$ cat src/rtl/decompress1_ctrl.sv
`default_nettype none
// ============================================================================
// Module      : decompress1_ctrl
// Description : Sequencer for the 1-bit decompression unit. It loads 32 message
//               bytes into decompress1, then drains 128 coefficient pairs to a
//               valid/ready sink. Optional macro: DECOMP1_CTRL_INDEX_CHECK_EN
//               adds a sticky err output for dec_out_index mismatches.
// Revision    : 1.0 - initial release
// ============================================================================
module decompress1_ctrl #(
    parameter int NBYTES  = 32,
    parameter int NPAIRS  = 128,
    parameter int CAP_LAT = 2
) (
    input  logic        clk,
    input  logic        reset_n,
    input  logic        set,
    input  logic        start,
    input  logic        src_valid,
    input  logic [7:0]  src_data,
    output logic        src_ready,
    input  logic        dec_readin_ok,
    output logic [7:0]  dec_din,
    output logic [7:0]  dec_in_index,
    output logic        dec_full_in,
    input  logic        dec_readout_ok,
    output logic        dec_readout,
    input  logic [15:0] dec_dout_1,
    input  logic [15:0] dec_dout_2,
    input  logic [7:0]  dec_out_index,
    output logic        snk_valid,
    input  logic        snk_ready,
    output logic [15:0] snk_data_1,
    output logic [15:0] snk_data_2,
    output logic [7:0]  snk_index,
`ifdef DECOMP1_CTRL_INDEX_CHECK_EN
    output logic        err,
`endif
    output logic        busy,
    output logic        done
);

    localparam logic [5:0] LAST_BYTE = 6'(NBYTES - 1);
    localparam logic [7:0] LAST_PAIR = 8'(NPAIRS - 1);
    localparam logic [2:0] CAP_LAT_W = 3'(CAP_LAT);

    typedef enum logic [3:0] {
        IDLE     = 4'd0,
        WAIT_IN  = 4'd1,
        LOAD     = 4'd2,
        FULL     = 4'd3,
        WAIT_OUT = 4'd4,
        ISSUE    = 4'd5,
        CAPTURE  = 4'd6,
        PUSH     = 4'd7,
        DONE     = 4'd8
    } state_t;

    state_t      state_q, state_d;
    logic [5:0]  byte_cnt_q, byte_cnt_d;
    logic [7:0]  pair_cnt_q, pair_cnt_d;
    logic [2:0]  lat_q, lat_d;
    logic        src_ready_q, src_ready_d;
    logic        dec_full_in_q, dec_full_in_d;
    logic        dec_readout_q, dec_readout_d;
    logic        snk_valid_q, snk_valid_d;
    logic        busy_q, busy_d;
    logic        done_q, done_d;
    logic [7:0]  dec_din_q, dec_din_d;
    logic [7:0]  dec_in_index_q, dec_in_index_d;
    logic [15:0] snk_data_1_q, snk_data_1_d;
    logic [15:0] snk_data_2_q, snk_data_2_d;
    logic [7:0]  snk_index_q, snk_index_d;
`ifdef DECOMP1_CTRL_INDEX_CHECK_EN
    logic        err_q, err_d;
`else
    logic        w_unused_index;
    assign w_unused_index = ^dec_out_index;
`endif

    always_comb begin
        state_d        = state_q;
        byte_cnt_d     = byte_cnt_q;
        pair_cnt_d     = pair_cnt_q;
        lat_d          = lat_q;
        dec_din_d      = dec_din_q;
        dec_in_index_d = dec_in_index_q;
        snk_data_1_d   = snk_data_1_q;
        snk_data_2_d   = snk_data_2_q;
        snk_index_d    = snk_index_q;
`ifdef DECOMP1_CTRL_INDEX_CHECK_EN
        err_d          = err_q;
`endif
        case (state_q)
            IDLE: begin
                if (start) begin
                    state_d    = WAIT_IN;
                    byte_cnt_d = 6'd0;
                    pair_cnt_d = 8'd0;
`ifdef DECOMP1_CTRL_INDEX_CHECK_EN
                    err_d      = 1'b0;
`endif
                end
            end
            WAIT_IN: begin
                if (dec_readin_ok) state_d = LOAD;
            end
            LOAD: begin
                // decompress1 latches readin_ok, so loading is not gated by it here
                if (src_valid) begin
                    dec_din_d      = src_data;
                    dec_in_index_d = {2'b00, byte_cnt_q};
                    byte_cnt_d     = byte_cnt_q + 6'd1;
                    if (byte_cnt_q == LAST_BYTE) state_d = FULL;
                end
            end
            FULL:     state_d = WAIT_OUT;
            WAIT_OUT: begin
                if (dec_readout_ok) state_d = ISSUE;
            end
            ISSUE: begin
                state_d = CAPTURE;
                lat_d   = CAP_LAT_W;
            end
            CAPTURE: begin
                lat_d = lat_q - 3'd1;
                if (lat_d == 3'd0) begin
                    snk_data_1_d = dec_dout_1;
                    snk_data_2_d = dec_dout_2;
                    snk_index_d  = pair_cnt_q;
`ifdef DECOMP1_CTRL_INDEX_CHECK_EN
                    if (dec_out_index != pair_cnt_q) err_d = 1'b1;
`endif
                    state_d = PUSH;
                end
            end
            PUSH: begin
                if (snk_ready) begin
                    pair_cnt_d = pair_cnt_q + 8'd1;
                    state_d    = (pair_cnt_q == LAST_PAIR) ? DONE : ISSUE;
                end
            end
            DONE:    state_d = IDLE;
            default: state_d = IDLE;
        endcase

        // Every control output is a registered decode of the state being entered
        src_ready_d   = (state_d == LOAD);
        dec_full_in_d = (state_d == FULL);
        dec_readout_d = (state_d == ISSUE);
        snk_valid_d   = (state_d == PUSH);
        busy_d        = (state_d != IDLE);
        done_d        = (state_d == DONE);
    end

    always_ff @(posedge clk or negedge reset_n) begin
        if (!reset_n) begin
            state_q        <= IDLE;
            byte_cnt_q     <= 6'd0;
            pair_cnt_q     <= 8'd0;
            lat_q          <= 3'd0;
            src_ready_q    <= 1'b0;
            dec_full_in_q  <= 1'b0;
            dec_readout_q  <= 1'b0;
            snk_valid_q    <= 1'b0;
            busy_q         <= 1'b0;
            done_q         <= 1'b0;
            dec_din_q      <= 8'd0;
            dec_in_index_q <= 8'd0;
            snk_data_1_q   <= 16'd0;
            snk_data_2_q   <= 16'd0;
            snk_index_q    <= 8'd0;
`ifdef DECOMP1_CTRL_INDEX_CHECK_EN
            err_q          <= 1'b0;
`endif
        end else if (set) begin
            state_q        <= state_d;
            byte_cnt_q     <= byte_cnt_d;
            pair_cnt_q     <= pair_cnt_d;
            lat_q          <= lat_d;
            src_ready_q    <= src_ready_d;
            dec_full_in_q  <= dec_full_in_d;
            dec_readout_q  <= dec_readout_d;
            snk_valid_q    <= snk_valid_d;
            busy_q         <= busy_d;
            done_q         <= done_d;
            dec_din_q      <= dec_din_d;
            dec_in_index_q <= dec_in_index_d;
            snk_data_1_q   <= snk_data_1_d;
            snk_data_2_q   <= snk_data_2_d;
            snk_index_q    <= snk_index_d;
`ifdef DECOMP1_CTRL_INDEX_CHECK_EN
            err_q          <= err_d;
`endif
        end
    end

    assign src_ready    = src_ready_q;
    assign dec_full_in  = dec_full_in_q;
    assign dec_readout  = dec_readout_q;
    assign snk_valid    = snk_valid_q;
    assign busy         = busy_q;
    assign done         = done_q;
    assign dec_din      = dec_din_q;
    assign dec_in_index = dec_in_index_q;
    assign snk_data_1   = snk_data_1_q;
    assign snk_data_2   = snk_data_2_q;
    assign snk_index    = snk_index_q;
`ifdef DECOMP1_CTRL_INDEX_CHECK_EN
    assign err          = err_q;
`endif

endmodule
`default_nettype wire

$ cat config.mk
export PLATFORM = sky130hd
export DESIGN_NAME = decompress1_ctrl
export DESIGN_NICKNAME = d
export VERILOG_FILES = /design/src/rtl/decompress1_ctrl.sv
export SDC_FILE = /design/constraint.sdc
export NUM_CORES = 1
export LEC_CHECK = 0
export ABC_AREA = 1
export CORE_ASPECT_RATIO = 1.2
export CORE_MARGIN = 4
export CORE_UTILIZATION = 50
export DETAILED_ROUTE_END_ITERATION = 10
export PLACE_DENSITY = 0.87
export SLEW_MARGIN = 10
export SYNTH_ARGS = -nofsm -noshare
export SYNTH_HDL_FRONTEND = slang
export SYNTH_SLANG_ARGS = --single-unit
export TNS_END_PERCENT = 1
$ cat constraint.sdc
create_clock -name clk -period 2.8 [get_ports clk]
set_input_delay 0.28 -clock clk [delete_from_list [all_inputs] [get_ports clk]]
set_output_delay 0.28 -clock clk [all_outputs]
set_load 0.02 [all_outputs]
; ---- Yosys cells after proc, flatten, opt, wreduce, memory -nomap -nowiden
; Cells that the tools add are included.
[classes]
add_sub_neg = 3
n_eq_ne = 17
n_mux = 16
n_reduce_logical = 11
[ops]
columns = operator, count
row1 = $mux W4, 8
row2 = $pmux W4 S8, 1
row3 = $eq A4 B3 Y1 const B, 6
row4 = $eq A4 B2 Y1 const B, 4
row5 = $mux W8, 2
row6 = $pmux W8 S2, 1
row7 = $mux W6, 2
row8 = $pmux W6 S2, 1
row9 = $add A8 B1 Y8 const B, 1
row10 = $eq A8 B7 Y1 const B, 1
row11 = $reduce_and A4 Y1, 2
row12 = $add A6 B1 Y6 const B, 1
row13 = $eq A6 B5 Y1 const B, 1
row14 = $ne A2 B2 Y1 const B, 3
row15 = $pmux W3 S2, 1
row16 = $reduce_and A3 Y1, 2
row17 = $reduce_bool A2 Y1, 3
row18 = $eq A4 B1 Y1 const B, 1
row19 = $eq A4 B4 Y1 const B, 1
row20 = $logic_not A4 Y1, 1
row21 = $reduce_bool A4 Y1, 1
row22 = $logic_not A3 Y1, 1
row23 = $sub A3 B1 Y3 const B, 1
row24 = $reduce_and A2 Y1, 1
[totals]
reg_bits = 81
inputBits = 56
out_inout_bits = 62
word_cells = 62

; ---- Logic depth before layout (Yosys ltp)
; Gate-level depths: netlist of run 1.
[depth]
depth_word = 5
ltp_mapped = 11
ltp_nobuf = 11

; ---- Worst setup path after synthesis of run 1
; Ideal clock, no wire load.
[synth_path]
kind = reg2reg
from = reg lat_q[0]
to = reg snk_data_1_q[10], in the netlist snk_data_1[10]
setup_ps = 125
t_arrival_ps = 1486
required_time_ps = 2675
setup_slack_ps = 1189
stages_incl_launch_ff = 10
path_buffers = 2
period_less_slack_ps = 1611
path_cell_list = dfrtp_1 inv_1 ha_1 inv_1 nand2_1 nand2_1 nand4_2 buf_6 buf_6 mux2_4
[synth_between]
elab_chain_cells = 3
[synth_lines]
columns = item, line_no
row1 = from (decl), 62  ; logic [2:0] lat_q, lat_d;
row2 = from (signal assigned), 180  ; lat_q <= lat_d;
row3 = $sub A3 B1 Y3, 126  ; lat_d = lat_q - 3'd1;
row4 = $logic_not A3 Y1, 127  ; if (lat_d == 3'd0) begin
row5 = $reduce_and A3 Y1 (no source line), n/a
row6 = to (signal assigned), 189  ; snk_data_1_q <= snk_data_1_d;
row7 = to (decl), 71  ; logic [15:0] snk_data_1_q, snk_data_1_d;
; No other way between the ends.
; A chain may end at the register's enable or synchronous reset.

; ---- Worst setup path after layout of run 1
[layout_path]
from = reg lat_q[0]
to = reg snk_data_2_q[14], in the netlist snk_data_2[14]
[layout_between]
elab_chain_cells = 3
[layout_lines]
columns = item, line_no
row1 = $sub A3 B1 Y3, 126
row2 = $logic_not A3 Y1, 127
row3 = $reduce_and A3 Y1 (no source line), n/a
row4 = to (signal assigned), 190  ; snk_data_2_q <= snk_data_2_d;
row5 = to (decl), 72  ; logic [15:0] snk_data_2_q, snk_data_2_d;
; No other way between the ends.

==> results of run 1 <==
-- final timing paths --
kind,startpoint,to,slack [ns],cells after the start
worst max-delay path,lat_q[0],snk_data_2[14],0.70,8
worst min-delay path,reset_n,snk_data_1[13],0.09,1
worst max register to register,lat_q[0],snk_data_2[14],0.70,8
worst min register to register,snk_index[5],snk_index[5],0.49,2
max in group asynchronous,reset_n,pair_cnt_q[3],2.09,1
min in group clk,snk_index[5],snk_index[5],0.49,2
-- state kept, by name (all words and copies together), names as in the netlist --
name / cells
snk_data_1: 16
src_ready: 1
snk_valid: 1
dec_full_in: 1
snk_index: 8
pair_cnt_q: 8
byte_cnt_q: 6
dec_din: 8
state_q: 4
busy: 1
lat_q: 3
done: 1
snk_data_2: 16
dec_in_index: 6
dec_readout: 1
-- cell type report --
| class | instances | area share |
|---|---|---|
| Multi-Input combinational cell | 231 | 0.293 |
| Tap cell | 90 | 0.0224 |
| Timing Repair Buffer | 110 | 0.217 |
| Clock inverter | 7 | 0.0157 |
| Sequential cell | 81 | 0.402 |
| Clock buffer | 9 | 0.0246 |
| Inverter | 34 | 0.0253 |
-- worst max-delay path, stage by stage (launching register included) --
cell and delay, ns:
dfrtp_1 0.41, inv_1 0.11, ha_1 0.21, inv_1 0.07, nand2_1 0.07, nand2_1 0.08, nand4_2 0.10, buf_4 0.52
mux2_2 0.41
-- cell families after synthesis --
logic type | synth area share
fa+ha+maj | 0.0135
compound gates | 0.0570
flops | 0.547
xor+xnor | 0.0118
other cells | 0.00101
buf+inv | 0.0564
mux | 0.147
simple gates | 0.167
-- layer usage --
layer  wire length (um)  part of all wire  global-route usage
met3                590             0.071              0.0379
met1               3510              0.42               0.234
met2               4130              0.49               0.330
met4                136             0.016              0.0791
met5                  0                 0                   0
-- placed cells by master (no fill, tap or decap), types with 2 or more instances in the layout --
cell type	count
nand3_1	25
inv_1	32
inv_2	2
o31ai_1	3
clkdlybuf4s50_1	106
mux2_2	27
nand2_1	68
nor2_1	26
clkinvlp_4	2
xor2_1	5
nand4_1	5
ha_1	4
nand2_2	4
mux2_4	16
buf_4	4
a21oi_1	2
or2_2	2
dfrtp_1	81
o21ai_0	27
clkbuf_8	9
nor2_4	2
nor3_1	4
conb_1	2
-- power by group --
part / leakage (nW) / switching (W) / internal, W
clock network: 0.0977 / 0.000444 / 0.000421
registers: 1.10 / 0.000165 / 0.00143
logic: 1.18 / 0.000778 / 0.000717
total: 2.37 / 0.00139 / 0.00256
-- stage by stage --
step	total power, W	std cells
after floorplan	0.00245	357
after global placement	0.00304	546
after detailed placement	0.00312	546
after CTS	0.00399	562
after global routing	0.00419	562
final	0.00395	562
==> metrics.md, run 1 <==
| Metric | Value |
|---|---|
| Yosys Warn Count | 0 |
| Final ANT Viol Nets | 0 |
| Most common cell in the synthesized netlist | dfrtp_1 |
| CP arrival | 2.35 ns |
| Final worst path period need | 2.10 ns |
| Setup WS pre-CTS | roughly 0.7 ns |
| RSZ-0062 raised after global routing | false |
| Largest net degree at the start of global routing | 82 |
| Post-synthesis sequential area ratio | 0.547 |
| Number of antenna violations at the first check in global routing | 0 |
| Wirelength per Cell | ~15 um |
| Core Area | 7230 um2 |
| First drt pass iteration count | 4 |
| Fin area | 5040 um2 |
| CTS root buf | clkbuf_8 |
| Leakage power | ~2.4 nW |
| Vias in the first global route | 2854 |
| Vias per std cell | 5.14 |
| Async SR Flop Fraction | 1.00 |
| Worst-Margin Slew | approximately 0.97 ns |
| GPL Wtd Cong | 0.847 |
| Post-route DRC | 0 |
| TritonCTS clock tree | built |
| Flop and latch count out of synthesis | 81 |
| DR vias | 2889 |
| Layout net count | 527 |
| Final WL | 8370 um |
| Clock skew | roughly 0.007 ns |
| Reg area | slightly above 2000 um2 |
| Yosys cell types | 32 |
| Crit Path Category | reg -> reg |
| PwrDens | approximately 780 nW/um2 |
| First-pass GRT wire length | 13300 um |
| Ratio of cells with drive above 1 in the final layout | 0.163 |
| Worst Hold Slack | 0.0888 ns |
| Worst setup margin | 0.695 ns |
| Worst rel slew slack | 0.353 |
| First DRT Iteration DRCs | 121 |
| Starting Density | 0.513 |
| IO buf count | 107 |
| Total setup buffers inserted after CTS | 0 |
| Placed cell area | between 4000 and 5000 um2 |
| Post-synth top area cell | dfrtp_1 |
| Setup crit start kind | flip-flop |
| Top cells by count, synth | 81 x dfrtp_1, 68 x nand2_1, 32 x inv_1, 27 x mux2_2, 27 x o21ai_0 |
| Diode count | 0 |
| Setup violators final | 0 |
| CTS Buf Count | 9 |
| Syn Inst Count | 356 |
| Synth-to-Final Area Change | 35.8% |
| # rows | 34 |
| Finished Core Util | 0.696 |
| Slew Limit Fails | 0 |
| Outcome | complete, no violations |
| Post-synth EDFFs | 0 |
| Peak Freq | about 480 MHz |
| Post-detail-place hpwl | 6200 um |
| Grt ovf | 0 |
| Max FO, Critical Path | between 40 and 50 |
| Largest cells by area after synthesis | dfrtp_1 55%, mux2_2 8.2%, nand2_1 6.9% |
| Full die area | 8860 um2 |
| Area occupied by multi-input gates | 1480 um2 |
| Synth top area share | 0.547 |
| CTS clk-pin slew, worst paths | 0.09 ns |
| Post-Syn Area | 3710 um2 |
| Post-synthesis area per instance | about 10 um2 |
| GRT Resource Usage Total | 0.191 |
| Max-cap violations | 0 |
| Setup TNS after final layout | 0 ns |
| Final period utilization | 0.752 |
| Worst hold path class | in -> async |
| Die Wd | 86.6 um |
| Worst-Skew Late Latency | 0.35 ns |
| Critical Path Sink Type | flip-flop |
| Top_reg_cell synth | dfrtp_1 |
| Clk buf depth | 2 |
| Count of final hold-check violations | 0 |
| Post-CTS sizing | 0 |
| Die Height | 102 um |
| CTS Hold Bufs | 0 |
| VDD IR max | ~0.46 mV |
| Fillers | 552 |
| CTS H-tree lvls | 3 |
| CTS Sinks | 81 |
| Io pins | 118 |
| Req. time, crit path | 3.04 ns |
(Power assumes the default switching activity.)
==> inputs of run 2 (changes only) <==
--- a/config.mk
+++ b/config.mk
@@ -8,9 +8,9 @@
 export ABC_AREA = 1
 export CORE_ASPECT_RATIO = 1.2
 export CORE_MARGIN = 4
-export CORE_UTILIZATION = 50
+export CORE_UTILIZATION = 42
 export DETAILED_ROUTE_END_ITERATION = 10
-export PLACE_DENSITY = 0.87
+export PLACE_DENSITY = 0.79
 export SLEW_MARGIN = 10
 export SYNTH_ARGS = -nofsm -noshare
 export SYNTH_HDL_FRONTEND = slang
==> constraint.sdc (replaced) <==
create_clock -name clk -period 1.85 [get_ports clk]
set_input_delay 0.185 -clock clk [delete_from_list [all_inputs] [get_ports clk]]
set_output_delay 0.185 -clock clk [all_outputs]
set_load 0.02 [all_outputs]
==> run 2 against run 1 <==
Effect of this change:
- combinational power rose by 54%
- cell count grew 6.6%
- sequential share of layout area shrank 1.4 points
- first-iteration DRC count grew 11%
- flip-flop and latch count stayed put
- critical path depth stayed put
- global-route usage decreased by 2.7 points
- via count increased by 0.10%
- wire length decreased by 1.2%
- critical path type unchanged
- highest routed layer unchanged
==> metrics.md, run 2 (synthesis results as in run 1) <==
| Metric | Value |
|---|---|
| First-pass GRT wire length | 13800 um |
| Final period utilization | 0.943 |
| Worst hold path class | in -> async |
| Layout net count | ~540 |
| Critical Path Sink Type | flip-flop |
| Crit-path slowest cell | dfrtp_1 |
| Vias per std cell | 4.83 |
| Flop2flop setup slack | 0.11 ns |
| RSZ-0062 raised after global routing | true |
| Max-cap violations | 0 |
| Vias in the first global route | just over 3k |
| Post-detail-place hpwl | roughly 6000 um |
| Clock Power Share | 0.226 |
| Number of antenna violations at the first check in global routing | 0 |
| CP Cell Sequence | inv_1 > ha_2 > inv_1 > nand2_1 > nand2_1 > nand4_4 > buf_12 > mux2_2 |
| First DRT Iteration DRCs | 134 |
| Finished Core Util | 0.606 |
| R2R depth | 8 |
| Die Height | between 100 and 150 um |
| Logic pwr share | 0.379 |
| GPL Wtd Cong | 0.872 |
| Largest net degree at the start of global routing | 48 |
| Worst Hold Slack | 0.337 ns |
| Final WL | 8260 um |
| Starting Density | 0.431 |
| Most frequent cells in the layout | 106 x clkdlybuf4s50_1, 81 x dfrtp_1, 68 x nand2_1, 32 x inv_1 |
| Worst-Skew Late Latency | roughly 0.35 ns |
| DR vias | 2892 |
| Max incr delay on CP | 0.39 ns |
| Max FO, Critical Path | 24 |
| Crit Path Category | reg -> reg |
| Worst-Margin Slew | between 0.5 and 0.6 ns |
| Core Area | 8610 um2 |
| GRT Resource Usage Total | 0.164 |
| Clock skew | about 0.012 ns |
| CTS Sinks | 81 |
| Switching share of power | 0.336 |
| Slew Limit Fails | 0 |
| Full die area | 10400 um2 |
| Peak Freq | 573 MHz |
| Outcome | complete, no violations |
| Count of final hold-check violations | 0 |
| Sw Pwr | 0.00204 W |
| Leakage power | 2.46 nW |
| First drt pass iteration count | 4 |
| Synth-to-Final Area Change | 40.8% |
| IO buf count | 107 |
| Setup WS pre-CTS | 0.0657 ns |
| Post-route DRC | 0 |
| Clk buf depth | 2 |
| Setup crit start kind | flip-flop |
| # rows | 37 |
| Io pins | 118 |
| Commonest non-fill, non-tap cell in the layout | clkdlybuf4s50_1 |
| P_int | 0.00404 W |
| Grt ovf | 0 |
| Wirelength per Cell | 13.8 um |
| CTS Buf Count | 9 |
| Final worst path period need | roughly 1.7 ns |
| Worst rel slew slack | 0.658 |
| Worst setup margin | 0.106 ns |
| CTS root buf | clkbuf_8 |
| TritonCTS clock tree | built |
| Final ANT Viol Nets | 0 |
| CP arrival | between 1.5 and 2 ns |
| Diode count | 0 |
| CTS clk-pin slew, worst paths | approximately 0.080 ns |
| Req. time, crit path | 2.08 ns |
| Die Wd | 93.8 um |
| Setup violators final | 0 |
| Ratio of cells with drive above 1 in the final layout | 0.183 |
| PwrDens | 1170 nW/um2 |
| CTS H-tree lvls | 3 |
| Register share of total power | 0.395 |
| VDD IR max | 0.718 mV |
## run 2: changes by cell type in the layout (fill, tap and decap cells not counted), sizes merged
cell | before | now
clkbuf | 9 | 11
dlygate4sd3 | 0 | 1
inv | 36 | 35
buf | 4 | 13
bufinv | 1 | 2
clkinvlp | 2 | 0
## run 2: power by group through the flow
stage	combinational [W]	sequential [W]	clock [W]
finish	0.00231	0.00241	0.00137
global route	0.00251	0.00246	0.00150
CTS	0.00231	0.00240	0.00142
detailed placement	0.00229	0.00244	0
global placement	0.00224	0.00241	0
floorplan	0.000896	0.00281	0
## run 2: final cells by class
class                      count  area (um2)
clock inverter                 5        78.8
sequential                    81        2030
clock buffer                  10         128
inverter                      34         128
timing repair buffer         121        1220
multi-input combinational    231        1490
tap                          117         146
fill                         735        3390
## run 2: metrics by stage
stage,std cells,setup TNS (ns),power [W],instance area (um2)
after detailed placement,579,0,0.00473,4940
final,599,0,0.00608,5220
after global routing,599,-0.0439,0.00648,5220
after global placement,579,0,0.00465,4940
after CTS,595,0,0.00613,5150
after floorplan,357,0,0.00370,3710
## run 2: worst paths after layout
path	start	to
max in group asynchronous	reset_n	byte_cnt_q[1]
setup reg to reg	lat_q[0]	snk_data_2[7]
min in group clk	src_data[7]	dec_din[7]
setup / recovery	lat_q[0]	snk_data_2[7]
hold / removal	reset_n	snk_data_1[13]
hold reg to reg	dec_in_index[4]	dec_in_index[4]
## run 2: per-layer routing
| layer | routed length [um] | global-route usage |
|---|---|---|
| met3 | 568 | 0.0360 |
| met4 | 92 | 0.0578 |
| met1 | 3480 | 0.202 |
| met2 | 4120 | 0.279 |
| met5 | 0 | 0 |
## run 2: critical path, delay by kind of cell, from the launching register on
family | cells | cell delay [ns]
simple gates | 3 | 0.31
flops | 1 | 0.39
fa+ha+maj | 1 | 0.20
buf+inv | 3 | 0.37
mux | 1 | 0.35
## run 2: timing repair
item                                    CTS  global route
hold buffers                              1             0
gates resized for setup                   0             4
hold endpoints to repair                 31             0
endpoints found under the setup margin    0            37
buffers inserted                          0             2
==> inputs of run 3 (changes only) <==
--- a/config.mk
+++ b/config.mk
@@ -11,6 +11,7 @@
 export CORE_UTILIZATION = 42
 export DETAILED_ROUTE_END_ITERATION = 10
 export PLACE_DENSITY = 0.79
+export SKIP_LAST_GASP = 1
 export SLEW_MARGIN = 10
 export SYNTH_ARGS = -nofsm -noshare
 export SYNTH_HDL_FRONTEND = slang
==> run 3 against run 2 <==
Effect of this change:
- flip-flop and latch count unchanged
- utilization decreased by 0.087 points
- global-route usage unchanged
- highest routed layer unchanged
- register-to-register slack got worse by 0.02 ns
- clock skew decreased by 0.0036 ns
==> metrics.md, run 3 (synthesis results as in run 1) <==
| Metric | Value |
|---|---|
| TritonCTS clock tree | built |
| Final worst path period need | 1.77 ns |
| Final period utilization | 0.955 |
| CTS root buf | clkbuf_8 |
| Outcome | complete, no violations |
| Setup violators final | 0 |
| Worst hold path class | in -> async |
| DR vias | 2885 |
| Most frequent cells in the layout | 106 x clkdlybuf4s50_1, 81 x dfrtp_1, 68 x nand2_1, 32 x inv_1 |
| Diode count | 0 |
| Grt ovf | 0 |
| Io pins | 118 |
| Placed cell area | 4940 um2 |
| Leakage power | around 2.5 nW |
| Crit Path Category | reg -> reg |
| Worst-Skew Late Latency | ~0.34 ns |
| Number of antenna violations at the first check in global routing | 0 |
| CTS clk-pin slew, worst paths | about 0.080 ns |
| Die Height | roughly 110 um |
| # rows | 37 |
| Worst-Margin Slew | 0.513 ns |
| IO buf count | 107 |
| Vias per std cell | slightly below 5 |
| First DRT Iteration DRCs | approximately 120 |
| Reg area | 2030 um2 |
| Worst rel slew slack | 0.656 |
| Post-detail-place hpwl | a little over 6000 um |
| Ratio of cells with drive above 1 in the final layout | 0.176 |
| First-pass GRT wire length | 13800 um |
| VDD IR max | 0.718 mV |
| Final WL | 8260 um |
| Full die area | 10400 um2 |
| Pwr Total | 0.00607 W |
| Largest net degree at the start of global routing | 48 |
| CTS H-tree lvls | 3 |
| GRT Resource Usage Total | 0.164 |
| Commonest non-fill, non-tap cell in the layout | clkdlybuf4s50_1 |
| Starting Density | 0.431 |
| CTS Sinks | 81 |
| Req. time, crit path | 2.08 ns |
| First drt pass iteration count | 4 |
| Final ANT Viol Nets | 0 |
| Fillers | 737 |
| GPL Wtd Cong | 0.872 |
| PwrDens | 1160 nW/um2 |
| Worst Hold Slack | between 0.3 and 0.4 ns |
| Slew Limit Fails | 0 |
| Area occupied by multi-input gates | about 1500 um2 |
| Setup crit start kind | flip-flop |
| Peak Freq | 566 MHz |
| Clk buf depth | 2 |
| Synth-to-Final Area Change | 40.6% |
| CTS Buf Count | 9 |
| Core Area | roughly 8600 um2 |
| Clock skew | 0.00820 ns |
| Critical Path Sink Type | flip-flop |
| CP arrival | 1.99 ns |
| Die Wd | around 94 um |
| Layout net count | 538 |
| Vias in the first global route | 3017 |
| Wirelength per Cell | ~14 um |
| RSZ-0062 raised after global routing | true |
| Max-cap violations | 0 |
| Fin area | around 5200 um2 |
| Count of final hold-check violations | 0 |
| Max FO, Critical Path | 24 |
| Post-route DRC | 0 |
## run 3: cell counts in the layout (fill, tap and decap cells not counted)
No cell type changed its count.
## run 3: per-layer routing
metal / routed length [um] / up-vias / global-route usage / share of wire
met3: 543 / 9 / 0.0360 / 0.066
met2: 4150 / 90 / 0.279 / 0.50
met1: 3470 / 1368 / 0.202 / 0.42
li1: - / 1418 / - / -
met5: 0 / - / 0 / 0
met4: 92 / 0 / 0.0578 / 0.011
## run 3: final cells by class
type                       count  share of cell area
clock buffer                  10              0.0245
clock inverter                 5              0.0151
inverter                      34              0.0245
multi-input combinational    231               0.285
sequential                    81               0.389
tap                          117              0.0281
timing repair buffer         121               0.234
## run 3: power by group
| part | switching [W] | leakage [nW] | internal [W] |
|---|---|---|---|
| registers | 0.000244 | 1.10 | 0.00216 |
| logic | 0.00117 | 1.25 | 0.00112 |
| clock network | 0.000613 | 0.107 | 0.000754 |
## run 3: stage by stage
step | setup WS (ns) | utilization | setup TNS (ns) | instances
2_1_floorplan | 0.239 | - | 0 | 357
3_3_place_gp | 0.139 | 0.573 | 0 | 579
3_5_place_dp | 0.0657 | 0.573 | 0 | 579
4_1_cts | 0.0524 | 0.599 | 0 | 595
5_1_grt | -0.0442 | 0.605 | -0.362 | 599
6_report | 0.0837 | 0.605 | 0 | 599
## run 3: timing repair
action / CTS / global route
setup endpoints to repair: 0 / 37
hold buffers: 1 / 0
gates resized for setup: 0 / 1
hold endpoints to repair: 31 / 0
buffers inserted: 0 / 2
## run 3: worst paths after layout
path,startpoint,endpoint,slack [ns],cells past startpoint
max,lat_q[0],snk_data_2[7],0.08,8
min,reset_n,snk_data_1[13],0.34,2
max reg2reg,lat_q[0],snk_data_2[7],0.08,8
min reg2reg,dec_in_index[4],dec_in_index[4],0.49,2
max in group asynchronous,reset_n,byte_cnt_q[1],0.96,3
min in group clk,src_data[7],dec_din[7],0.45,2
## run 3: worst max-delay path, stage by stage, from the launching register on
cell	delay, ns
dfrtp_1	0.39
inv_1	0.10
ha_1	0.19
inv_1	0.07
nand2_1	0.07
nand2_1	0.10
nand4_4	0.16
buf_12	0.21
mux2_2	0.35
